[src/rtl/rocc_dispatch.sv]
`default_nettype none
// ============================================================================
//  Module   : rocc_dispatch
//  Purpose  : In-order dispatch buffer between the issue stage and a RoCC
//             accelerator. Instructions are queued in a circular buffer, sent
//             in order on the cmd interface, and retired from the head when
//             complete. Each live retire produces a registered writeback.
//             Flushes kill in-flight work, but responses the accelerator
//             still owes are consumed without producing a writeback.
//  Revision : 1.0 - initial release
// ----------------------------------------------------------------------------
//  Ports
//    clk_i, rst_ni         clock, asynchronous active-low reset
//    issue_*               instruction + operands + trans_id from issue stage
//    flush_i               kill every unretired instruction
//    cmd_*                 command channel to the accelerator (valid/ready)
//    resp_*                response channel from the accelerator (valid/ready)
//    wb_*                  registered writeback pulse to the scoreboard
//    busy_o                at least one entry in flight
// ============================================================================
module rocc_dispatch #(
  parameter int DEPTH         = 4,
  parameter int TRANS_ID_BITS = 3,
  parameter int XLEN          = 64
) (
  input  logic                     clk_i,
  input  logic                     rst_ni,
  input  logic                     issue_valid_i,
  output logic                     issue_ready_o,
  input  logic [31:0]              issue_insn_i,
  input  logic [XLEN-1:0]          issue_rs1_i,
  input  logic [XLEN-1:0]          issue_rs2_i,
  input  logic [TRANS_ID_BITS-1:0] issue_trans_id_i,
  input  logic                     flush_i,
  output logic                     cmd_valid_o,
  input  logic                     cmd_ready_i,
  output logic [31:0]              cmd_insn_o,
  output logic [XLEN-1:0]          cmd_rs1_o,
  output logic [XLEN-1:0]          cmd_rs2_o,
  input  logic                     resp_valid_i,
  output logic                     resp_ready_o,
  input  logic [XLEN-1:0]          resp_data_i,
  input  logic [4:0]               resp_rd_i,
  output logic                     wb_valid_o,
  output logic [XLEN-1:0]          wb_result_o,
  output logic [TRANS_ID_BITS-1:0] wb_trans_id_o,
  output logic                     wb_error_o,
  output logic                     busy_o
);

  localparam int                 c_idx_w   = $clog2(DEPTH);
  localparam int                 c_ptr_w   = c_idx_w + 1;
  localparam logic [c_ptr_w-1:0] c_ptr_one = c_ptr_w'(1);
  localparam logic [c_ptr_w-1:0] c_full    = c_ptr_w'(DEPTH);

  // Entry storage
  logic [31:0]              r_insn [DEPTH];
  logic [XLEN-1:0]          r_rs1  [DEPTH];
  logic [XLEN-1:0]          r_rs2  [DEPTH];
  logic [TRANS_ID_BITS-1:0] r_tid  [DEPTH];
  logic [DEPTH-1:0]         r_killed;

  // Pointers carry a wrap bit so full and empty are distinguishable
  logic [c_ptr_w-1:0] r_head;
  logic [c_ptr_w-1:0] r_send;
  logic [c_ptr_w-1:0] r_tail;

  logic [c_idx_w-1:0] w_head_idx;
  logic [c_idx_w-1:0] w_send_idx;
  logic [c_idx_w-1:0] w_tail_idx;
  logic [c_ptr_w-1:0] w_count;
  logic [c_ptr_w-1:0] w_send_nxt;
  logic               w_issue_hs;
  logic               w_cmd_hs;
  logic               w_head_sent;
  logic               w_head_xd;
  logic               w_retire;
  logic               w_wb_fire;

  assign w_head_idx = r_head[c_idx_w-1:0];
  assign w_send_idx = r_send[c_idx_w-1:0];
  assign w_tail_idx = r_tail[c_idx_w-1:0];
  assign w_count    = r_tail - r_head;

  // Issue side: no allocation while flushing, and no same-cycle reuse of a
  // slot being freed (count is taken from registered pointers only).
  assign issue_ready_o = (w_count != c_full) && !flush_i;
  assign w_issue_hs    = issue_valid_i && issue_ready_o;

  // Command side is a direct read of the entry at the send pointer.
  assign cmd_valid_o = (r_send != r_tail);
  assign cmd_insn_o  = r_insn[w_send_idx];
  assign cmd_rs1_o   = r_rs1[w_send_idx];
  assign cmd_rs2_o   = r_rs2[w_send_idx];
  assign w_cmd_hs    = cmd_valid_o && cmd_ready_i;
  assign w_send_nxt  = w_cmd_hs ? (r_send + c_ptr_one) : r_send;

  // Retire: only the head, only once it has been sent. xd=1 entries wait for
  // their response; any response arriving in another state is held off.
  assign w_head_sent  = (r_head != r_send);
  assign w_head_xd    = r_insn[w_head_idx][14];
  assign resp_ready_o = w_head_sent && w_head_xd;
  assign w_retire     = w_head_sent && (!w_head_xd || resp_valid_i);
  // A retire during a flush cycle belongs to killed work too.
  assign w_wb_fire    = w_retire && !r_killed[w_head_idx] && !flush_i;

  assign busy_o = (r_head != r_tail);

  always_ff @(posedge clk_i or negedge rst_ni) begin
    if (!rst_ni) begin
      r_head   <= '0;
      r_send   <= '0;
      r_tail   <= '0;
      r_killed <= '0;
    end else begin
      if (w_retire) begin
        r_head <= r_head + c_ptr_one;
      end
      r_send <= w_send_nxt;
      if (flush_i) begin
        // Unsent entries are dropped by pulling tail back to send. Marking
        // every slot killed is safe: free slots are cleared on allocation.
        r_tail   <= w_send_nxt;
        r_killed <= '1;
      end else if (w_issue_hs) begin
        r_tail               <= r_tail + c_ptr_one;
        r_killed[w_tail_idx] <= 1'b0;
      end
    end
  end

  // Payload storage needs no reset; validity is tracked by the pointers.
  always_ff @(posedge clk_i) begin
    if (w_issue_hs) begin
      r_insn[w_tail_idx] <= issue_insn_i;
      r_rs1[w_tail_idx]  <= issue_rs1_i;
      r_rs2[w_tail_idx]  <= issue_rs2_i;
      r_tid[w_tail_idx]  <= issue_trans_id_i;
    end
  end

  always_ff @(posedge clk_i or negedge rst_ni) begin
    if (!rst_ni) begin
      wb_valid_o    <= 1'b0;
      wb_result_o   <= '0;
      wb_trans_id_o <= '0;
      wb_error_o    <= 1'b0;
    end else begin
      wb_valid_o <= w_wb_fire;
      if (w_wb_fire) begin
        wb_trans_id_o <= r_tid[w_head_idx];
        wb_result_o   <= w_head_xd ? resp_data_i : '0;
        wb_error_o    <= w_head_xd && (resp_rd_i != r_insn[w_head_idx][11:7]);
      end
    end
  end

endmodule
`default_nettype wire
[config.mk]
export PLATFORM = sky130hd
export DESIGN_NAME = rocc_dispatch
export DESIGN_NICKNAME = d
export VERILOG_FILES = /design/src/rtl/rocc_dispatch.sv
export SDC_FILE = /design/constraint.sdc
export NUM_CORES = 1
export LEC_CHECK = 0
export BUFFER_PORTS_ARGS = -buffer_cell sky130_fd_sc_hd__buf_2
export CAP_MARGIN = 10
export CORE_UTILIZATION = 34
export DETAILED_ROUTE_END_ITERATION = 10
export PLACE_DENSITY = 0.58
export SLEW_MARGIN = 15
export SYNTH_ARGS = -nofsm -noshare
export SYNTH_HDL_FRONTEND = slang
export SYNTH_SLANG_ARGS = --single-unit
[constraint.sdc]
create_clock -name clk_i -period 6.8 [get_ports clk_i]
set_clock_uncertainty 0.05 [all_clocks]
set_input_delay 0 -clock clk_i [delete_from_list [all_inputs] [get_ports clk_i]]
set_output_delay 0 -clock clk_i [all_outputs]
set_load 0.05 [all_outputs]
==> summary.md <==
| Metric | Value |
|---|---|
| Status | finished with violations |
| Violated checks | negative hold slack |
| Pin count of the biggest net entering global routing | 90 |
| Slack of the critical path | 2830 ps |
| H-Tree Depth | 3 |
| Fin Setup TNS | 0 ps |
| Relative slew slack | 0.321 |
| Routed wire length | 60300 µm |
| Most used DFF post-synth | edfxtp_1 |
| Vias | 13922 |
| Worst slack, placed | 2870 ps |
| Starting density of the core | 0.346 |
| Final net count | 2093 |
| Area leader, netlist | edfxtp_1 |
| Maximum clock frequency | 252 MHz |
| Synth-to-layout area growth | 30.7% |
| FF-to-FF Start | r_head[1] |
| Seq/Total Area, Yosys | 0.803 |
| Required @ worst endpoint | 6970 ps |
| WL/cell | 20.4 µm |
| CTS tree | built |
| Setup Viol. Count Final | 0 |
| Synth Instances | 1109 |
| TritonCTS Buffers | 76 |
| DRC Markers | 0 |
| Post-synth top area share | 0.727 |
| Min-delay worst type | input port to asynchronous set/reset pin |
| Root Buffer | clkbuf_16 |
| Tmin final | 3970 ps |
| Top cells by area, synth | edfxtp_1 73%, mux4_2 14%, dfrtp_1 7.6%, a22o_1 2.1%, xnor2_1 0.49% |
| Unique masters post-synth | 36 |
| Ys async rst share | 0.112 |
| Initial antenna violation count | 7 |
| Die extent in y | 283 µm |
| Syn Area/Cell | 24.3 µm² |
| Mapped cell area | 26900 µm² |
| CP max FO | 89 |
| Pwr Density | 465 nW/µm² |
| # rows | 102 |
| Core box area | 77800 µm² |
| Slew Limit Fails | 0 |
| Hold Fails Final Rpt | 47 |
| Total gr overflow | 0 |
| Overall Power | 0.0164 W |
| R2r setup slk | 2830 ps |
| All-layer global routing usage | 0.149 |
| Most frequent cell after synthesis | edfxtp_1 |
| Drt first pass iters | 4 |
| Synth warn | 0 |
| Die width | 283 µm |
| Finished Cell Area | 35200 µm² |
| Register bit count reported by yosys | 734 |
| Arr. time, crit path | 4140 ps |
| Leakage | 12.7 nW |
| Worst Reg-to-Reg Cells | 8 |
| Antenna Nets Post-Route | 0 |
| Critical path class | flop to flop |
| RSZ-0062 raised after global routing | false |
| Final HPWL DP | 35200 µm |
| Worst slew pin tran | 1020 ps |
| Worst-path clk slew | 60 ps |
| Final worst path period share | 0.583 |
| Max-cap violation count | 0 |
| Total Die Area | 80300 µm² |
| Worst hold slack | -29.7 ps |
| Post-synth EDFFs | 652 |
| Clk buf depth | 3 |
| Max rail drop VDD | 0.000279 V |
| CP endpoint kind | flop |
| Post-DP Area | 30400 µm² |
| PortBufs | 470 |
| Layout cells sized above 1 | 0.400 |
| RR Endpoint | r_rs2[2][27] |
| Vias per inst | 4.72 |
| DRT iter0 DRCs | 722 |
| # fillers | 6661 |
| First-pass GRT wire length | 91500 µm |
| Synth cell count leaders | 652 x edfxtp_1, 165 x mux4_2, 82 x dfrtp_1, 64 x a22o_1, 21 x buf_2 |
| Number of global-route vias before repair | 15028 |
| # clock sinks | 734 |
| Syn_nets | 1355 |
| # IOs | 471 |
| Worst skew pair latency | 600 ps |
| GPL Wtd Cong | 0.767 |
| Critical Path Start Type | flop |
[metrics by stage]
| stage | std cells | util |
|---|---|---|
| after CTS | 2948 | 0.452 |
| after detailed placement | 2574 | 0.391 |
| final | 2952 | 0.452 |
| after global placement | 2574 | 0.391 |
| after floorplan | 1109 | - |
| after global routing | 2950 | 0.452 |
[flip-flops by register name, summed over array words and instances (netlist names)]
signal and count:
wb_valid_o 1, wb_result_o 64, r_tid 12, r_rs1 256, r_tail 3, r_killed 4, r_head 3, wb_error_o 1
r_rs2 256, wb_trans_id_o 3, r_send 3, r_insn 128
[where the power goes]
group / internal (W) / switching [W]
combinational: 0.00189 / 0.00443
sequential: 0.00565 / 0.000370
clock: 0.00230 / 0.00171
total: 0.00985 / 0.00651
[area by class of cell]
class | instances | area [µm²] | area share
tap | 1040 | 1300 | 0.0370
sequential | 734 | 21600 | 0.615
antenna | 4 | 10.0 | 0.000284
multi-input combinational | 312 | 4970 | 0.141
clock inverter | 45 | 389 | 0.0111
timing repair buffer | 714 | 4830 | 0.137
clock buffer | 94 | 2010 | 0.0571
inverter | 9 | 53.8 | 0.00153
[what timing repair did]
action / 4_1_cts / 5_1_grt
setup buffers: 0 / 0
endpoints found under the hold margin: 812 / 0
gates resized for setup: 0 / 0
hold buffers: 235 / 0
[cell usage in the layout (no fill, tap or decap), drive strengths merged, types with 2 or more instances in the layout]
master / synthesis / layout
dlygate4sd3: 0 / 235
dfrtp: 82 / 82
diode: 0 / 4
inv: 9 / 14
edfxtp: 652 / 652
nor2: 3 / 3
clkinv: 0 / 29
a21o: 4 / 4
xnor2: 15 / 15
a22o: 64 / 64
nor4: 2 / 2
clkinvlp: 0 / 6
nand3: 4 / 4
nand2: 8 / 8
bufinv: 0 / 5
ha: 8 / 8
o21ai: 2 / 2
o31ai: 2 / 2
clkbuf: 12 / 94
buf: 42 / 479
mux2i: 10 / 10
mux4: 165 / 165
mux2: 4 / 4
xor2: 8 / 8
[logic make-up after synthesis]
logic type / count (synthesis) / share of synthesized area
buffers and inverters: 63 / 0.0123
DFF: 734 / 0.803
muxes: 179 / 0.143
and+or+nand+nor: 23 / 0.00437
AOI/OAI and AO/OA: 79 / 0.0255
adders and majority gates: 8 / 0.00372
xor gates and xnor gates: 23 / 0.00748
[worst max path at each step]
stage	cells past startpoint	end	from	slack, ps
global placement	8	r_insn[2][9]	r_head[1]	2870
floorplan	9	r_insn[0][0]	r_head[1]	1360
detailed placement	8	r_insn[2][5]	r_head[1]	2870
CTS	8	r_insn[2][6]	r_head[1]	2850
finish	8	r_rs2[2][27]	r_head[1]	2830
global route	8	r_rs2[2][27]	r_head[1]	2570
[metal layers]
| layer | vias to the layer above | GRT usage | wire [µm] |
|---|---|---|---|
| li1 | 6199 | - | - |
| met1 | 7195 | 0.179 | 23900 |
| met2 | 399 | 0.252 | 30300 |
| met3 | 119 | 0.0470 | 4200 |
| met4 | 10 | 0.0551 | 1850 |
| met5 | - | 0 | 68 |
[worst max-delay path: stages (launching register included)]
cell and delay, ps:
dfrtp_1 910, inv_1 150, ha_1 240, nand2b_1 150, xnor2_1 230, o21a_1 280
nand2_1 180, inv_6 570, buf_12 450
Power figures use the tool's default switching activity.
